[src/rtl/uart_word_tx_pkg.sv]
// rtl/uart_word_tx_pkg.sv - shared states, frame constants and byte-order helpers for uart_word_tx
package uart_word_tx_pkg;

    localparam int DEF_CLKS_PER_BIT = 434;
    localparam int DATA_BITS        = 8;
    localparam int BYTES_PER_WORD   = 4;

    // 3-bit state codes shared by the word sequencer and the byte serializer
    typedef enum logic [2:0] {
        ST_IDLE  = 3'd0,
        ST_REQ   = 3'd1,
        ST_WAIT  = 3'd2,
        ST_LOAD  = 3'd3,
        ST_START = 3'd4,
        ST_DATA  = 3'd5,
        ST_STOP  = 3'd6
    } state_t;

    // Byte that goes on the line next, taken from the end the byte order selects
    function automatic logic [7:0] first_byte(input logic [31:0] word, input logic msb_first);
        return msb_first ? word[31:24] : word[7:0];
    endfunction

    // Word with the byte just sent shifted out
    function automatic logic [31:0] drop_byte(input logic [31:0] word, input logic msb_first);
        return msb_first ? {word[23:0], 8'h00} : {8'h00, word[31:8]};
    endfunction

endpackage

[src/rtl/uart_tx_byte.sv]
// rtl/uart_tx_byte.sv - one 8N1 frame serializer with start/done handshake
module uart_tx_byte
    import uart_word_tx_pkg::*;
#(
    parameter int CLKS_PER_BIT = DEF_CLKS_PER_BIT
) (
    input  logic       clk,
    input  logic       rst,
    input  logic       i_start,
    input  logic [7:0] i_byte,
    output logic       o_tx,
    output logic       o_done
);

    localparam int            BW        = $clog2(CLKS_PER_BIT);
    localparam logic [BW-1:0] BAUD_LAST = BW'(CLKS_PER_BIT - 1);
    localparam logic [2:0]    BIT_LAST  = 3'(DATA_BITS - 1);

    state_t        r_state;
    logic [BW-1:0] r_baud;
    logic [2:0]    r_bit;
    logic [7:0]    r_shift;
    logic          r_tx;
    logic          w_bit_end;

    assign w_bit_end = (r_baud == BAUD_LAST);
    // done marks the last cycle of the stop bit so the next start can follow with no gap
    assign o_done    = (r_state == ST_STOP) && w_bit_end;
    assign o_tx      = r_tx;

    // Frame FSM: baud counter reloads at every bit boundary, line driven from a register
    always_ff @(posedge clk or posedge rst) begin
        if (rst) begin
            r_state <= ST_IDLE;
            r_baud  <= '0;
            r_bit   <= '0;
            r_shift <= '0;
            r_tx    <= 1'b1;
        end else begin
            case (r_state)
                ST_IDLE: begin
                    if (i_start) begin
                        r_state <= ST_START;
                        r_tx    <= 1'b0;
                        r_baud  <= '0;
                        r_shift <= i_byte;
                    end
                end
                ST_START: begin
                    if (w_bit_end) begin
                        r_baud  <= '0;
                        r_bit   <= '0;
                        r_tx    <= r_shift[0];
                        r_shift <= {1'b0, r_shift[7:1]};
                        r_state <= ST_DATA;
                    end else begin
                        r_baud <= r_baud + BW'(1);
                    end
                end
                ST_DATA: begin
                    if (w_bit_end) begin
                        r_baud <= '0;
                        if (r_bit == BIT_LAST) begin
                            r_state <= ST_STOP;
                            r_tx    <= 1'b1;
                        end else begin
                            r_bit   <= r_bit + 3'd1;
                            r_tx    <= r_shift[0];
                            r_shift <= {1'b0, r_shift[7:1]};
                        end
                    end else begin
                        r_baud <= r_baud + BW'(1);
                    end
                end
                ST_STOP: begin
                    if (w_bit_end) begin
                        r_baud <= '0;
                        if (i_start) begin
                            r_state <= ST_START;
                            r_tx    <= 1'b0;
                            r_shift <= i_byte;
                        end else begin
                            r_state <= ST_IDLE;
                        end
                    end else begin
                        r_baud <= r_baud + BW'(1);
                    end
                end
                default: begin
                    r_state <= ST_IDLE;
                    r_tx    <= 1'b1;
                end
            endcase
        end
    end

endmodule

[src/rtl/uart_word_tx.sv]
// rtl/uart_word_tx.sv - pops 32-bit FIFO words and sends each as four UART 8N1 frames
module uart_word_tx
    import uart_word_tx_pkg::*;
#(
    parameter int CLKS_PER_BIT   = DEF_CLKS_PER_BIT,
    parameter int RD_LATENCY     = 3,
    parameter int BYTE_MSB_FIRST = 0
) (
    input  logic        clk,
    input  logic        rst,
    input  logic        enable,
    input  logic        fifo_empty,
    input  logic [31:0] fifo_rd_data,
    output logic        fifo_rd_en,
    output logic        tx,
    output logic        busy,
    output logic [15:0] words_sent
);

    localparam int            LW        = (RD_LATENCY > 1) ? $clog2(RD_LATENCY) : 1;
    localparam logic [LW-1:0] LAT_LOAD  = LW'(RD_LATENCY - 1);
    localparam logic [1:0]    LAST_BYTE = 2'(BYTES_PER_WORD - 1);
    localparam logic          MSB_FIRST = (BYTE_MSB_FIRST != 0);

    state_t        r_state;
    logic          r_rd_en;
    logic          r_busy;
    logic [15:0]   r_words;
    logic [LW-1:0] r_lat;
    logic [31:0]   r_shift;
    logic [1:0]    r_byte_idx;
    logic          w_start;
    logic          w_done;
    logic          w_tx;
    logic [7:0]    w_byte;

    // First byte comes straight from the FIFO bus in LOAD; later bytes chain onto the previous stop bit
    assign w_start = (r_state == ST_LOAD) ||
                     ((r_state == ST_START) && w_done && (r_byte_idx != LAST_BYTE));
    assign w_byte  = (r_state == ST_LOAD) ? first_byte(fifo_rd_data, MSB_FIRST)
                                          : first_byte(r_shift, MSB_FIRST);

    uart_tx_byte #(
        .CLKS_PER_BIT(CLKS_PER_BIT)
    ) u_tx_byte (
        .clk    (clk),
        .rst    (rst),
        .i_start(w_start),
        .i_byte (w_byte),
        .o_tx   (w_tx),
        .o_done (w_done)
    );

    assign fifo_rd_en = r_rd_en;
    assign tx         = w_tx;
    assign busy       = r_busy;
    assign words_sent = r_words;

    // Word sequencer: FIFO pop, read-latency wait, byte stepping; ST_START covers all four frames in flight
    always_ff @(posedge clk or posedge rst) begin
        if (rst) begin
            r_state    <= ST_IDLE;
            r_rd_en    <= 1'b0;
            r_busy     <= 1'b0;
            r_words    <= '0;
            r_lat      <= '0;
            r_shift    <= '0;
            r_byte_idx <= '0;
        end else begin
            r_rd_en <= 1'b0;
            case (r_state)
                ST_IDLE: begin
                    // empty flag lags the pop, so it is only trusted here
                    if (enable && !fifo_empty) begin
                        r_state <= ST_REQ;
                        r_rd_en <= 1'b1;
                        r_busy  <= 1'b1;
                    end
                end
                ST_REQ: begin
                    r_lat   <= LAT_LOAD;
                    r_state <= (RD_LATENCY == 1) ? ST_LOAD : ST_WAIT;
                end
                ST_WAIT: begin
                    r_lat <= r_lat - LW'(1);
                    if (r_lat == LW'(1)) begin
                        r_state <= ST_LOAD;
                    end
                end
                ST_LOAD: begin
                    r_shift    <= drop_byte(fifo_rd_data, MSB_FIRST);
                    r_byte_idx <= '0;
                    r_state    <= ST_START;
                end
                ST_START: begin
                    if (w_done) begin
                        if (r_byte_idx == LAST_BYTE) begin
                            r_words <= r_words + 16'd1;
                            r_busy  <= 1'b0;
                            r_state <= ST_IDLE;
                        end else begin
                            r_byte_idx <= r_byte_idx + 2'd1;
                            r_shift    <= drop_byte(r_shift, MSB_FIRST);
                        end
                    end
                end
                default: begin
                    r_state <= ST_IDLE;
                    r_busy  <= 1'b0;
                end
            endcase
        end
    end

endmodule
[config.mk]
export PLATFORM = sky130hd
export DESIGN_NAME = uart_word_tx
export DESIGN_NICKNAME = d
export VERILOG_FILES = /design/src/rtl/uart_word_tx_pkg.sv /design/src/rtl/uart_tx_byte.sv /design/src/rtl/uart_word_tx.sv
export SDC_FILE = /design/constraint.sdc
export NUM_CORES = 1
export LEC_CHECK = 0
export BUFFER_PORTS_ARGS = -buffer_cell sky130_fd_sc_hd__buf_4
export CAP_MARGIN = 20
export CORE_UTILIZATION = 45
export DETAILED_ROUTE_END_ITERATION = 12
export HOLD_SLACK_MARGIN = 0.06
export MAX_ROUTING_LAYER = met4
export PLACE_DENSITY = 0.65
export SLEW_MARGIN = 25
export SYNTH_ARGS = -nofsm -noshare
export SYNTH_HDL_FRONTEND = slang
export SYNTH_SLANG_ARGS = --single-unit
[constraint.sdc]
create_clock -name clk -period 5.45 [get_ports clk]
set_clock_uncertainty 0.05 [all_clocks]
set_input_delay 0.545 -clock clk [delete_from_list [all_inputs] [get_ports clk]]
set_output_delay 0.545 -clock clk [all_outputs]
set_load 0.1 [all_outputs]
==> results summary <==
The number of different library cells used by synthesis comes to 61. The flow ran to the end, and the final reports show no timing, DRC or antenna violations. The remaining number of nets flagged by the antenna check after routing came out at 0. The proportion of synthesized chip area in sequential cells is 0.463. Hold repair after CTS inserted 0 buffers.

The peak per-stage delay on the critical path came out at 480 ps. The register clock-pin slew on the reported worst setup and hold paths came out at 80 ps. The element type at the critical path start is a register. The fraction of post-synthesis cell area in the top cell type by area is 0.457. The placed instance count came out at 543.

The highest routing layer actually used is met4. Dividing the detail-routed wire length by the instance count gives 14.5 µm. The deepest clock path buffer count is 2. The final standard cell count with taps included and fillers excluded came out at 560. The internal portion of the total power is 0.00126 W. The normalized max-slew margin is 0.470. The number of I/O port buffers came out at 54.

The synthesized netlist cell count came out at 404. Of the total power, the clock network draws 0.276. The deepest level of the CTS H-tree is 3. The via count of the first global-routing pass came out at 2,957. Detailed routing placed a total of 3820 µm of wire on met2. The tree is rooted in a sky130_fd_sc_hd__clkbuf_8. The count of pins over their slew limit is 0. The horizontal die dimension came out at 95.6 µm.

The initial antenna violation count came to 0. The average cell area after synthesis came out at 9.76 µm². Timing analysis after detailed placement gives a worst setup slack of 2990 ps. The CTS sink count came out at 73.

The slowest stage of the critical path is the sky130_fd_sc_hd__nand2_2 cell. For this block, the via count after detailed routing is 3,059. TritonCTS built the clock tree. Using the TritonRoute via totals, the vias-per-cell ratio works out to 5.46. At the worst endpoint, the required time is 5630 ps. Power comes to 0.00188 W. Setup slack on the critical path of the routed design comes to 2920 ps.

The count of nets after finishing came out at 493. Entering global routing, the biggest net connects 74 pins. The half-perimeter wire length after placement is 5490 µm. The initial core utilization is 0.473. The core region is 0.00834 mm². By startpoint and endpoint, the worst setup path is classified as reg2reg.

STA classifies the critical path endpoint as a register. The antenna diode count came out at 0. The total global routing overflow came out at 0. For this design the static power due to leakage is 2.19 nW. The maximum VDD drop is 168 µV. The max-capacitance violation count is 0. The congestion estimate from routability-driven global placement came to 0.814.

The met3 routed wirelength came out at 286 µm. The length of the first detailed-routing pass in iterations came out at 4. The final hold slack is 244 ps. The synthesis-to-finish area growth came out at 17.3%. The die is 95.6 µm tall. The maximum fanout along the worst path came out at 17. The number of enable flip-flop cells after synthesis came out at 0. The number of placement rows came out at 33. The netlist area before placement is 0.00395 mm². For this run, the top clock speed supported by timing is 395 MHz. In this run the worst hold path is classified as in2async. The portion of total power attributed to sequential cells is 0.448. By area the synthesized netlist is led by sky130_fd_sc_hd__dfrtp_1 46%, sky130_fd_sc_hd__nand2_1 8.3%, sky130_fd_sc_hd__mux2_2 4.9%. The switching power total came out at 0.000622 W. The number of nets handed over by synthesis was 447. The final critical-path required period came out at 2530 ps. Of the total power, the share spent switching nets is 0.330. The overall global routing resource usage came out at 0.203. The number of hold violations in the final report is 0. Of the total power, combinational logic draws 0.276. The count of filler cells inserted in the layout is 749. The count of state elements after synthesis is 73. The routed length on met1 came out at 3910 µm.

The ratio of cells with drive above 1 in the final layout came out at 0.266. The signal on the critical path passes through inv_1, ha_1, and4b_1, nand4_2, nand2_2, mux2_2. The DRC violation count after routing came out at 0.

The power density over cell area is 407 mW/mm². The period utilization is 0.464. The count of final setup violators came out at 0. The top-level port count is 55. Setup repair after global routing left no endpoint under its margin. Of all cell types, the one taking the most synthesized area is sky130_fd_sc_hd__dfrtp_1. For the pin with the worst max-slew slack, the measured transition is 795 ps. The post-route setup TNS came out at 0 ps. The first global-routing pass estimated 13,800 µm of wire. After clock tree synthesis, the repair step resized 0 gates.

The number of buffers created by CTS came out at 9. The count of warnings emitted by yosys is 0. The total length of routed wires came out at 8100 µm.

The clock insertion delay at the later pin of the skew report came out at 350 ps. The floorplan step defined a die boundary enclosing 0.00915 mm². The detailed router finished its first iteration with 132 violations. The worst path arrival time is 2710 ps. Among all flip-flop cells after synthesis, the most frequent one is sky130_fd_sc_hd__dfrtp_1. The share of async-settable or async-resettable flops after synthesis is 1.00. The post-CTS setup repair buffer count came out at 0.
cell usage in the layout (no fill, tap or decap), types with 3 or more instances in the layout:
master,count
sky130_fd_sc_hd__nand2_1,87
sky130_fd_sc_hd__dfrtp_1,72
sky130_fd_sc_hd__buf_4,56
sky130_fd_sc_hd__nand3_1,32
sky130_fd_sc_hd__o21ai_0,17
sky130_fd_sc_hd__mux2_2,17
sky130_fd_sc_hd__nor2_1,16
sky130_fd_sc_hd__a21oi_1,12
sky130_fd_sc_hd__xnor2_1,12
sky130_fd_sc_hd__inv_1,11
sky130_fd_sc_hd__a31oi_1,9
sky130_fd_sc_hd__clkbuf_8,9
sky130_fd_sc_hd__nor3_1,8
sky130_fd_sc_hd__mux2_4,8
sky130_fd_sc_hd__nand4_1,8
sky130_fd_sc_hd__ha_1,7
sky130_fd_sc_hd__and3_1,5
sky130_fd_sc_hd__nor3_2,4
sky130_fd_sc_hd__xor2_1,4
sky130_fd_sc_hd__a211oi_1,3
sky130_fd_sc_hd__nor2b_1,3
sky130_fd_sc_hd__bufinv_16,3
per-stage QoR:
step | area (µm²) | util
floorplan | 3950 | -
global placement | 4370 | 0.523
detailed placement | 4370 | 0.523
CTS | 4610 | 0.553
global route | 4630 | 0.555
finish | 4630 | 0.555
synthesized netlist by cell type, types with 3 or more instances:
| cell | count |
|---|---|
| sky130_fd_sc_hd__dfrtp_1 | 72 |
| sky130_fd_sc_hd__nor3_1 | 8 |
| sky130_fd_sc_hd__a211oi_1 | 3 |
| sky130_fd_sc_hd__buf_2 | 7 |
| sky130_fd_sc_hd__a21oi_1 | 12 |
| sky130_fd_sc_hd__xor2_1 | 4 |
| sky130_fd_sc_hd__nand2_1 | 87 |
| sky130_fd_sc_hd__nor2_1 | 16 |
| sky130_fd_sc_hd__xnor2_1 | 12 |
| sky130_fd_sc_hd__nor2b_1 | 3 |
| sky130_fd_sc_hd__nand4_1 | 8 |
| sky130_fd_sc_hd__buf_6 | 5 |
| sky130_fd_sc_hd__nand3_1 | 32 |
| sky130_fd_sc_hd__ha_1 | 7 |
| sky130_fd_sc_hd__nor3_2 | 4 |
| sky130_fd_sc_hd__inv_1 | 12 |
| sky130_fd_sc_hd__o21ai_0 | 17 |
| sky130_fd_sc_hd__clkbuf_1 | 6 |
| sky130_fd_sc_hd__mux2_4 | 8 |
| sky130_fd_sc_hd__and3_1 | 5 |
| sky130_fd_sc_hd__mux2_2 | 17 |
| sky130_fd_sc_hd__a31oi_1 | 9 |
area by class of cell:
class / count / area [µm²] / area share
clock buffer: 10 / 128 / 0.0276
tap: 105 / 131 / 0.0284
multi-input combinational: 297 / 1940 / 0.419
timing repair buffer: 57 / 440 / 0.0952
sequential: 73 / 1830 / 0.395
inverter: 12 / 45.0 / 0.00973
clock inverter: 6 / 115 / 0.0249
final timing paths:
check	start	endpoint	slack, ps	cells after the start
worst max-delay path	u_tx_byte.r_baud[1]$_DFFE_PP0P_	r_shift[8]$_DFFE_PP0P_	2920	6
worst min-delay path	rst	words_sent[0]$_DFFE_PP0P_	240	3
worst max register to register	u_tx_byte.r_baud[1]$_DFFE_PP0P_	r_shift[8]$_DFFE_PP0P_	2920	6
worst min register to register	words_sent[15]$_DFFE_PP0P_	words_sent[15]$_DFFE_PP0P_	430	1
max in group asynchronous	rst	u_tx_byte.o_tx$_DFFE_PP1P_	4470	4
min in group clk	fifo_rd_data[27]	r_shift[19]$_DFFE_PP0P_	360	3
registers in the layout, indices dropped and copies added, names as in the netlist, 3 cells and up:
register           flops
u_tx_byte.r_shift      8
words_sent            16
r_shift               24
u_tx_byte.r_baud       9
u_tx_byte.r_bit        3
u_tx_byte.r_state      3
r_state                3
kinds of logic after synthesis:
| group | share of synthesized area |
|---|---|
| mux | 0.0840 |
| compound gates | 0.0990 |
| flops | 0.463 |
| fa+ha+maj | 0.0222 |
| simple gates | 0.250 |
| xor+xnor | 0.0355 |
| buf+inv | 0.0460 |
critical path, delay by kind of cell, from the launching register on:
kind	cells	cell delay, ps
buffers and inverters	1	60
flip-flops	1	410
multiplexers	1	390
adder cells (fa/ha/maj)	1	160
AND/OR/NAND/NOR	3	1330
power groups by stage:
stage / Combinational, W / Sequential [W] / Clock, W
finish: 0.000520 / 0.000843 / 0.000520
global route: 0.000584 / 0.000868 / 0.000554
CTS: 0.000525 / 0.000843 / 0.000529
detailed placement: 0.000523 / 0.000851 / 0
global placement: 0.000509 / 0.000842 / 0
floorplan: 0.000394 / 0.000867 / 0
routing by layer:
metal | track usage | up-vias
met5 | - | -
met4 | 0.0721 | 0
met3 | 0.0375 | 9
met2 | 0.318 | 62
met1 | 0.262 | 1486
li1 | - | 1502
Power figures use the tool's default switching activity.
